[src/rtl/oam_dma_bus_arbiter_pkg.sv]
// Shared constants, FSM encoding and source-page helper for the OAM DMA bus arbiter.
// Latency: n/a (definitions only).
// Backpressure: n/a (definitions only).
package oam_dma_bus_arbiter_pkg;

    localparam logic [15:0] DMA_REG_ADDR = 16'hFF46;
    localparam logic [15:0] HRAM_BASE    = 16'hFF00;
    localparam int          OAM_LENGTH   = 160;
    localparam int          START_DELAY  = 1;

    localparam logic [7:0]  LAST_IDX     = 8'(OAM_LENGTH - 1);
    localparam logic [3:0]  LAST_DLY     = 4'(START_DELAY - 1);

    typedef enum logic [1:0] {
        ST_IDLE  = 2'd0,
        ST_DELAY = 2'd1,
        ST_XFER  = 2'd2,
        ST_DRAIN = 2'd3
    } dma_state_t;

    // Pages E0..FF mirror C0..DF, so the DMA reads the mirrored page instead.
    function automatic logic [7:0] eff_src(input logic [7:0] src);
        return (src >= 8'hE0) ? (src - 8'h20) : src;
    endfunction

endpackage

[src/rtl/oam_dma_bus_arbiter_sequencer.sv]
// OAM DMA sequencer: start delay, 160 source reads, OAM writes trailing one tick behind.
// Latency: first read START_DELAY ticks after start; each OAM write lands one tick after its read.
// Backpressure: none; advances only on i_Enable ticks, a new start restarts and drops the pending byte.
module oam_dma_bus_arbiter_sequencer
    import oam_dma_bus_arbiter_pkg::*;
(
    input  logic        i_Clk,
    input  logic        i_nRst,
    input  logic        i_Enable,
    input  logic        i_Start,
    input  logic [7:0]  i_Mem_Bus,
    output dma_state_t  o_State,
    output logic [7:0]  o_Idx,
    output logic [7:0]  o_OAM_Address,
    output logic [7:0]  o_OAM_Data,
    output logic        o_OAM_Write
);

    dma_state_t  state_q, state_d;
    logic [7:0]  idx_q, idx_d;
    logic [3:0]  dly_q, dly_d;
    logic [7:0]  latch_q, latch_d;
    logic        pend_q, pend_d;

    // State register plus the index, delay counter and one-byte write pipeline.
    always_ff @(posedge i_Clk or negedge i_nRst) begin
        if (!i_nRst) begin
            state_q <= ST_IDLE;
            idx_q   <= 8'h00;
            dly_q   <= 4'h0;
            latch_q <= 8'h00;
            pend_q  <= 1'b0;
        end else begin
            state_q <= state_d;
            idx_q   <= idx_d;
            dly_q   <= dly_d;
            latch_q <= latch_d;
            pend_q  <= pend_d;
        end
    end

    // Next-state logic; a start always wins so a mid-transfer write restarts cleanly.
    always_comb begin
        state_d = state_q;
        idx_d   = idx_q;
        dly_d   = dly_q;
        latch_d = latch_q;
        pend_d  = pend_q;
        if (i_Enable) begin
            if (i_Start) begin
                state_d = ST_DELAY;
                idx_d   = 8'h00;
                dly_d   = 4'h0;
                pend_d  = 1'b0;
            end else begin
                case (state_q)
                    ST_IDLE: begin
                        state_d = ST_IDLE;
                    end
                    ST_DELAY: begin
                        if (dly_q == LAST_DLY) begin
                            state_d = ST_XFER;
                        end else begin
                            dly_d = dly_q + 4'h1;
                        end
                    end
                    ST_XFER: begin
                        latch_d = i_Mem_Bus;
                        pend_d  = 1'b1;
                        idx_d   = idx_q + 8'h01;
                        if (idx_q == LAST_IDX) begin
                            state_d = ST_DRAIN;
                        end
                    end
                    ST_DRAIN: begin
                        state_d = ST_IDLE;
                        pend_d  = 1'b0;
                    end
                    default: begin
                        state_d = ST_IDLE;
                        pend_d  = 1'b0;
                    end
                endcase
            end
        end
    end

    // The pending byte belongs to the previous index; suppressed on a restart tick.
    always_comb begin
        o_State       = state_q;
        o_Idx         = idx_q;
        o_OAM_Write   = pend_q & i_Enable & ~i_Start;
        o_OAM_Address = pend_q ? (idx_q - 8'h01) : 8'h00;
        o_OAM_Data    = pend_q ? latch_q : 8'h00;
    end

endmodule

[src/rtl/oam_dma_bus_arbiter.sv]
// CPU bus owner: routes CPU cycles to main bus or high page, fences the CPU during OAM DMA.
// Latency: routing is combinational; DMA takes START_DELAY + OAM_LENGTH + 1 ticks.
// Backpressure: none; fenced low-page CPU reads return FF and writes are dropped.
module oam_dma_bus_arbiter
    import oam_dma_bus_arbiter_pkg::*;
(
    input  logic        i_Clk,
    input  logic        i_nRst,
    input  logic        i_Enable,
    input  logic [15:0] i_CPU_Address,
    input  logic [7:0]  i_CPU_Bus,
    input  logic        i_CPU_Bus_Out,
    input  logic        i_CPU_Bus_In,
    output logic [7:0]  o_CPU_Bus,
    output logic [15:0] o_Mem_Address,
    output logic [7:0]  o_Mem_Bus,
    output logic        o_Mem_Write,
    output logic        o_Mem_Read,
    input  logic [7:0]  i_Mem_Bus,
    output logic [7:0]  o_HP_Address,
    output logic [7:0]  o_HP_Bus,
    output logic        o_HP_Write,
    output logic        o_HP_Read,
    input  logic [7:0]  i_HP_Bus,
    output logic [7:0]  o_OAM_Address,
    output logic [7:0]  o_OAM_Data,
    output logic        o_OAM_Write,
    output logic        o_DMA_Active
);

    logic [7:0]  src_q;
    dma_state_t  state;
    logic [7:0]  idx;
    logic        is_reg;
    logic        is_low;
    logic        is_hp;
    logic        cpu_act;
    logic        reg_wr;
    logic        fenced;

    assign is_reg  = (i_CPU_Address == DMA_REG_ADDR);
    assign is_low  = (i_CPU_Address < HRAM_BASE);
    assign is_hp   = !is_low && !is_reg;
    assign cpu_act = i_CPU_Bus_Out | i_CPU_Bus_In;
    assign reg_wr  = i_Enable & i_CPU_Bus_Out & is_reg;
    assign fenced  = (state != ST_IDLE);

    // DMA source page register, loaded by the CPU write that starts a transfer.
    always_ff @(posedge i_Clk or negedge i_nRst) begin
        if (!i_nRst) begin
            src_q <= 8'h00;
        end else if (reg_wr) begin
            src_q <= i_CPU_Bus;
        end
    end

    oam_dma_bus_arbiter_sequencer u_seq (
        .i_Clk         (i_Clk),
        .i_nRst        (i_nRst),
        .i_Enable      (i_Enable),
        .i_Start       (reg_wr),
        .i_Mem_Bus     (i_Mem_Bus),
        .o_State       (state),
        .o_Idx         (idx),
        .o_OAM_Address (o_OAM_Address),
        .o_OAM_Data    (o_OAM_Data),
        .o_OAM_Write   (o_OAM_Write)
    );

    assign o_DMA_Active = fenced;

    // Main bus: DMA reads while fenced, otherwise low-page CPU cycles pass through.
    always_comb begin
        o_Mem_Address = 16'h0000;
        o_Mem_Bus     = 8'h00;
        o_Mem_Write   = 1'b0;
        o_Mem_Read    = 1'b0;
        if (fenced) begin
            if (state == ST_XFER) begin
                o_Mem_Address = {eff_src(src_q), idx};
                o_Mem_Read    = i_Enable;
            end
        end else if (is_low && cpu_act) begin
            o_Mem_Address = i_CPU_Address;
            o_Mem_Bus     = i_CPU_Bus_Out ? i_CPU_Bus : 8'h00;
            o_Mem_Write   = i_Enable & i_CPU_Bus_Out;
            o_Mem_Read    = i_Enable & i_CPU_Bus_In;
        end
    end

    // High page is never fenced, so code can keep running from HRAM during DMA.
    always_comb begin
        o_HP_Address = 8'h00;
        o_HP_Bus     = 8'h00;
        o_HP_Write   = 1'b0;
        o_HP_Read    = 1'b0;
        if (is_hp && cpu_act) begin
            o_HP_Address = i_CPU_Address[7:0];
            o_HP_Bus     = i_CPU_Bus_Out ? i_CPU_Bus : 8'h00;
            o_HP_Write   = i_Enable & i_CPU_Bus_Out;
            o_HP_Read    = i_Enable & i_CPU_Bus_In;
        end
    end

    // CPU read data: register, high page, open-bus FF when fenced, else main bus.
    always_comb begin
        o_CPU_Bus = 8'h00;
        if (i_CPU_Bus_In) begin
            if (is_reg) begin
                o_CPU_Bus = src_q;
            end else if (is_hp) begin
                o_CPU_Bus = i_HP_Bus;
            end else if (fenced) begin
                o_CPU_Bus = 8'hFF;
            end else begin
                o_CPU_Bus = i_Mem_Bus;
            end
        end
    end

endmodule

[config.mk]
export PLATFORM = sky130hd
export DESIGN_NAME = oam_dma_bus_arbiter
export DESIGN_NICKNAME = d
export VERILOG_FILES = /design/src/rtl/oam_dma_bus_arbiter_pkg.sv /design/src/rtl/oam_dma_bus_arbiter_sequencer.sv /design/src/rtl/oam_dma_bus_arbiter.sv
export SDC_FILE = /design/constraint.sdc
export NUM_CORES = 1
export LEC_CHECK = 0
export CAP_MARGIN = 40
export CORE_MARGIN = 2
export CORE_UTILIZATION = 42
export DETAILED_ROUTE_END_ITERATION = 6
export PLACE_DENSITY = 0.82
export SYNTH_ARGS = -nofsm -noshare
export SYNTH_HDL_FRONTEND = slang
export SYNTH_HIERARCHICAL = 1
export SYNTH_SLANG_ARGS = --single-unit
[constraint.sdc]
create_clock -name i_Clk -period 2.9 [get_ports i_Clk]
set_clock_uncertainty 0.1 [all_clocks]
set_input_delay 0.435 -clock i_Clk [delete_from_list [all_inputs] [get_ports i_Clk]]
set_output_delay 0.435 -clock i_Clk [all_outputs]
set_load 0.005 [all_outputs]
* Yosys cells after proc, flatten, opt, wreduce, memory -nomap -nowiden
Cells that the tools add are included.
** Word-level totals
- Word-level logic and storage cells :: 77
- Output and inout port bits :: 70
- Flip-flop bits (word level) :: 31
** Cells by class
- Bitwise logic cells :: 7
- Muxes and demuxes :: 33
- Order comparisons :: 2
- $add $sub $neg :: 4
- Equality and inequality tests :: 8
- Reduce and logical (&&, ||, !) cells :: 17
** Operators with widths (number)
- two-way mux 8 bit :: 14
- two-way mux 16 bit :: 3
- == test 16 bit (second input constant) :: 1
- < comparator 16 bit (second input constant) :: 1
- two-way mux 4 bit :: 3
- AND reduction 3 bit :: 3
- adder 8 x 1 -> 8 bit (second input constant) :: 1
- == test 8 bit (second input constant) :: 1
- >= comparator 8 bit (second input constant) :: 1
- two-way mux 1 bit :: 8
- subtractor 8 x 1 -> 8 bit (second input constant) :: 1
- subtractor 8 x 6 -> 8 bit (second input constant) :: 1
- two-way mux 2 bit :: 3
- != test 3 x 1 -> 1 bit (second input constant) :: 2
- case mux 2 bit (3 select lines) :: 1
- nonzero test 2 bit :: 3
- AND 1 bit :: 5
- adder 4 x 1 -> 4 bit (second input constant) :: 1
- == test 2 bit (second input constant) :: 2
- zero test 4 bit :: 1
- AND reduction 2 bit :: 2
- logical AND 1 bit :: 3
- nonzero test 3 bit :: 1
- == test 2 x 1 -> 1 bit (second input constant) :: 1
- 7 further kinds :: 8

* Depth between registers and ports, before layout
- Word-level depth :: 6
- Gate-level depth with buffers :: 11
- Mapped depth without buffers :: 8

* Cells and area by module
The synthesis kept the hierarchy.
** By module, submodules not included
- oam_dma_bus_arbiter_sequencer :: cells an instance 146, times used 1, area each 1403.8 um^2
- oam_dma_bus_arbiter :: cells an instance 109, times used 1, area each 1033.5 um^2

* Least setup slack after synthesis
No wires, ideal clock.
- Path kind :: in2reg
- Start :: input port i_CPU_Address[7]
- End :: register u_seq.latch_q[4]
- Setup slack :: 0.370 ns
- Data arrival time :: 2.305 ns
- Path buffers :: 3
- Setup time :: 0.125 ns
- Required time :: 2.675 ns
- Stages :: 9
- Cell sequence :: nor4b_4 nand2_4 or3_1 buf_6 inv_1 buf_2 nand3b_4 buf_2 mux2_2
** On the way
- Longest elaborated chain between the ends :: 4
** RTL lines
- from (decl) :: line oam_dma_bus_arbiter.sv:10 : input logic [15:0] i_CPU_Address,
- == test 16 bit :: line oam_dma_bus_arbiter.sv:41 : assign is_reg = (i_CPU_Address == DMA_REG_ADDR);
- AND 1 bit :: line oam_dma_bus_arbiter.sv:45 : assign reg_wr = i_Enable & i_CPU_Bus_Out & is_reg;
- via reg_wr :: line oam_dma_bus_arbiter.sv:38 : logic reg_wr;
- NOT 1 bit (no source line)
- AND reduction 3 bit (no source line)
- to (signal assigned) :: line oam_dma_bus_arbiter_sequencer.sv:37 : latch_q <= latch_d;
- to (decl) :: line oam_dma_bus_arbiter_sequencer.sv:22 : logic [7:0] latch_q, latch_d;
The timed path passes the listed nets, and every way through them passes these cells.
A chain may end at the register's enable or synchronous reset.

* Worst setup path after layout
- Start :: input port i_CPU_Address[15]
- End :: output port o_HP_Bus[2]
** On the way
- Longest elaborated chain between the ends :: 5
- Elaborated cells on any way between the ends :: 7
- Classes of those cells :: order compare (1); eq/ne (1); mux (1); reduce/logical (4)
** RTL lines
- < comparator 16 bit or == test 16 bit (tied branches) :: line oam_dma_bus_arbiter.sv:42, oam_dma_bus_arbiter.sv:41
- zero test 1 bit :: line oam_dma_bus_arbiter.sv:43 : assign is_hp = !is_low && !is_reg;
- logical AND 1 bit (*) :: line oam_dma_bus_arbiter.sv:43
- logical AND 1 bit (*) :: line oam_dma_bus_arbiter.sv:97 : if (is_hp && cpu_act) begin
- two-way mux 8 bit (*) :: line oam_dma_bus_arbiter.sv:97
- to (decl) :: line oam_dma_bus_arbiter.sv:21 : output logic [7:0] o_HP_Bus,
Every way passes the cells marked *; elsewhere a longest branch is shown, timed or not.

==> key figures <==
STA
  • Slew Limit Headroom: 52.53%
  • Pins Over Slew Limit: 0
  • Maximum clock frequency: 350.3 MHz
  • Slew @ Worst Pin: 704.6 ps
  • Post-route minimum period: 2855 ps
  • Final Hold Fails: 0
  • Period utilization: 98.44%
  • Setup violators final: 0

Detailed routing
  • Wire length on met1: 3437 microns
  • First-pass DRT Iterations: 4
  • Final antenna-violating net count: 0
  • Metal3 WL: 504 microns
  • Max layer used: met4
  • Vias: 2521
  • Post-Route WL: 8006 microns
  • Routed length per instance: 17.40 microns
  • Via/cell ratio: 5.480
  • Initial detailed-routing violation count: 140
  • Remaining DRCs: 0
  • Met2 wire len: 3994 microns

Min path
  • WHS Path Cells: 1
  • Worst Hold Class: reg -> reg

Layout
  • Area growth syn-to-layout: 65.04%
  • Final Net Count: 441
  • Ant diodes: 0
  • Share of layout cells above drive strength 1: 22.16%
  • # fillers: 421
  • Final core occ: 72.61%
  • Fin area: 4023 sq um
  • Non-Filler Instances: 460

Clocking
  • CTS tree: yes
  • CTS max path bufs: 2
  • Clk root buf: clkbuf_8
  • Worst skew pair latency: 280 ps
  • H-tree depth: 2
  • CTS clk-pin slew, worst paths: 60 ps
  • CTS buffer count: 5
  • Clock sink total: 31
  • Hold bufs inserted after CTS: 0

Setup path
  • Critical Path Sink Type: output pin
  • Critical path peak fanout: 10
  • Reg2Reg Depth: 6
  • Arrival time worst endpoint: 2320 ps
  • CP Data Required Time: 2370 ps
  • Type of the worst setup path: in -> out
  • Startpoint Class: primary input

Synthesis
  • Number of flops mapped to enable cells by yosys: 0
  • Synth Area per Inst: 9.558 sq um
  • Synth top cells by count: dfrtp_1 (31), and2_1 (22), and3_1 (19)
  • Yosys top cell by area: dfrtp_1
  • Synth top area cells: dfrtp_1 (32%), mux2_2 (7.4%), and2_1 (5.6%), mux2_4 (4.9%), and3_1 (4.9%)
  • Syn Std Cell Area: 2437 sq um
  • Seq cells post-synth: 31
  • Top-area cell type share of the netlist area: 31.83%
  • FFs w/ async S/R, synth: 100.0%
  • Unique masters post-synth: 54
  • Synthesis Warnings: 6
  • Register area share after synthesis: 31.83%
  • Post-Syn Instances: 255
  • Syn Nets: 308
  • Main synth FF type: dfrtp_1
  • Count leader, synth: dfrtp_1

Global routing
  • Total GRT Usage: 24.73%
  • Largest net degree at the start of global routing: 32
  • First-pass GRT wire length: 12140 microns
  • Initial antenna violation count: 0
  • Congestion Overflow GR: 0
  • Vias in the first global route: 2395

Placement
  • GPL Wtd Cong: 0.8039
  • HPWL after DPL: 5957 microns
  • Placed Cells: 450
  • IO buf count: 114
  • Dpl cell area: 3792 sq um

Power
  • Pwr dens: 647.4 nW/um^2
  • Clock network power share: 13.1%
  • Sw frac: 36.57%
  • Share of power burned in registers: 26.3%
  • Combinational share of power: 60.6%
  • P_int: 1652 uW
  • Net Sw Power: 952.5 uW
  • Leak pwr: 0.002288 uW
  • Max rail drop VDD: 437.4 uV

Floorplan
  • Ports: 115
  • Die area: 6429 sq um
  • Starting Density: 43.99%
  • Floorplan row count: 27
  • Die Y: 80.18 microns
  • Core ar.: 5540 sq um
  • Horiz. Die Dim: 80.18 microns

Flow run
  • Max cap viols: 0

Status
  • Status: finished, final reports clean
==> power groups by stage <==
stage / logic (uW) / clock network (uW) / registers, uW
2_1_floorplan: 779 / 0 / 646
3_3_place_gp: 1520 / 0 / 682
3_5_place_dp: 1560 / 0 / 690
4_1_cts: 1570 / 345 / 683
5_1_grt: 1710 / 364 / 710
6_report: 1580 / 340 / 686
==> through the flow <==
step	power, uW	setup WS (ps)	setup TNS [ps]	hold slack [ps]
6_report	2604	45.12	0	401.2
5_1_grt	2787	-25.37	-120.3	422.4
4_1_cts	2600	-35.82	-42.49	402.4
3_5_place_dp	2254	-401.0	-9164	387.7
3_3_place_gp	2203	-305.9	-10840	379.6
2_1_floorplan	1425	370.3	0	39.41
==> worst paths after layout <==
path | from | to | slack (ps)
max reg2reg | u_seq/o_State[0]$_DFFE_PN0P_ | u_seq/o_Idx[2]$_DFFE_PN0P_ | 820
max | i_CPU_Address[15] | o_HP_Bus[2] | 50
max in group asynchronous | i_nRst | u_seq/o_Idx[2]$_DFFE_PN0P_ | 1960
min | u_seq/latch_q[6]$_DFFE_PN0P_ | u_seq/latch_q[6]$_DFFE_PN0P_ | 400
min in group asynchronous | i_nRst | u_seq/latch_q[3]$_DFFE_PN0P_ | 440
min reg2reg | u_seq/latch_q[6]$_DFFE_PN0P_ | u_seq/latch_q[6]$_DFFE_PN0P_ | 400
==> registers in the layout, indices dropped and copies added, names as in the netlist <==
signal         count
u_seq/o_State      2
u_seq/dly_q        4
u_seq/pend_q       1
src_q              8
u_seq/o_Idx        8
u_seq/latch_q      8
==> per-layer routing <==
metal  up-vias  GRT usage, %
li1       1209             -
met1      1209         31.32
met2        96         42.75
met3         7         4.944
met4         0         6.610
met5         -             0
==> cell families (layout without fill, tap and decap cells) <==
family,Yosys count,after routing,synth area share (%)
xor+xnor,5,5,1.797
simple gates,97,97,24.79
mux,25,25,12.73
flops,31,31,31.83
buf+inv,29,162,5.133
compound gates,60,60,19.61
fa+ha+maj,8,8,4.107
==> critical path, stage by stage <==
cell,delay [ps]
clkdlybuf4s50_1,490
nand4_1,160
buf_6,180
a211oi_4,230
buf_6,180
and3_1,150
clkdlybuf4s50_1,500
==> cell usage in the layout, fill, tap and decap left out, types with 2 or more instances in the layout <==
master           instances
a21boi_0                 2
a21oi_1                  4
a22o_1                  12
a31oi_1                  3
a32o_1                   4
and2_1                  22
and2_2                   2
and3_1                  19
buf_4                   23
buf_6                    4
clkbuf_8                 6
clkdlybuf4s50_1         68
dfrtp_1                 31
dlygate4sd2_1           17
dlymetal6s2s_1          29
ha_1                     8
inv_1                   12
mux2_2                  16
mux2_4                   8
nand2_1                  5
nand2b_1                 2
nand3_1                  9
nand4_1                  3
nor2_1                  14
nor2b_1                  5
nor3_1                   2
o21ai_0                 13
o221a_2                  8
o2bb2ai_1                2
o31ai_1                  2
xnor2_1                  2
xor2_1                   3
==> cell type report <==
class,count,area (sq um),area share [%]
multi-input combinational,195,1590,39.53
timing repair buffer,142,1430,35.55
inverter,13,48.80,1.213
sequential,31,775.7,19.28
tap,72,90.09,2.240
clock inverter,1,5.005,0.1244
clock buffer,6,82.58,2.053
==> timing repair <==
item / in CTS / in global routing
buffers inserted: 1 / 2
pin swaps: 3 / 0
resized for setup: 29 / 35
setup endpoints to repair: 44 / 35
Power figures use the tool's default switching activity.
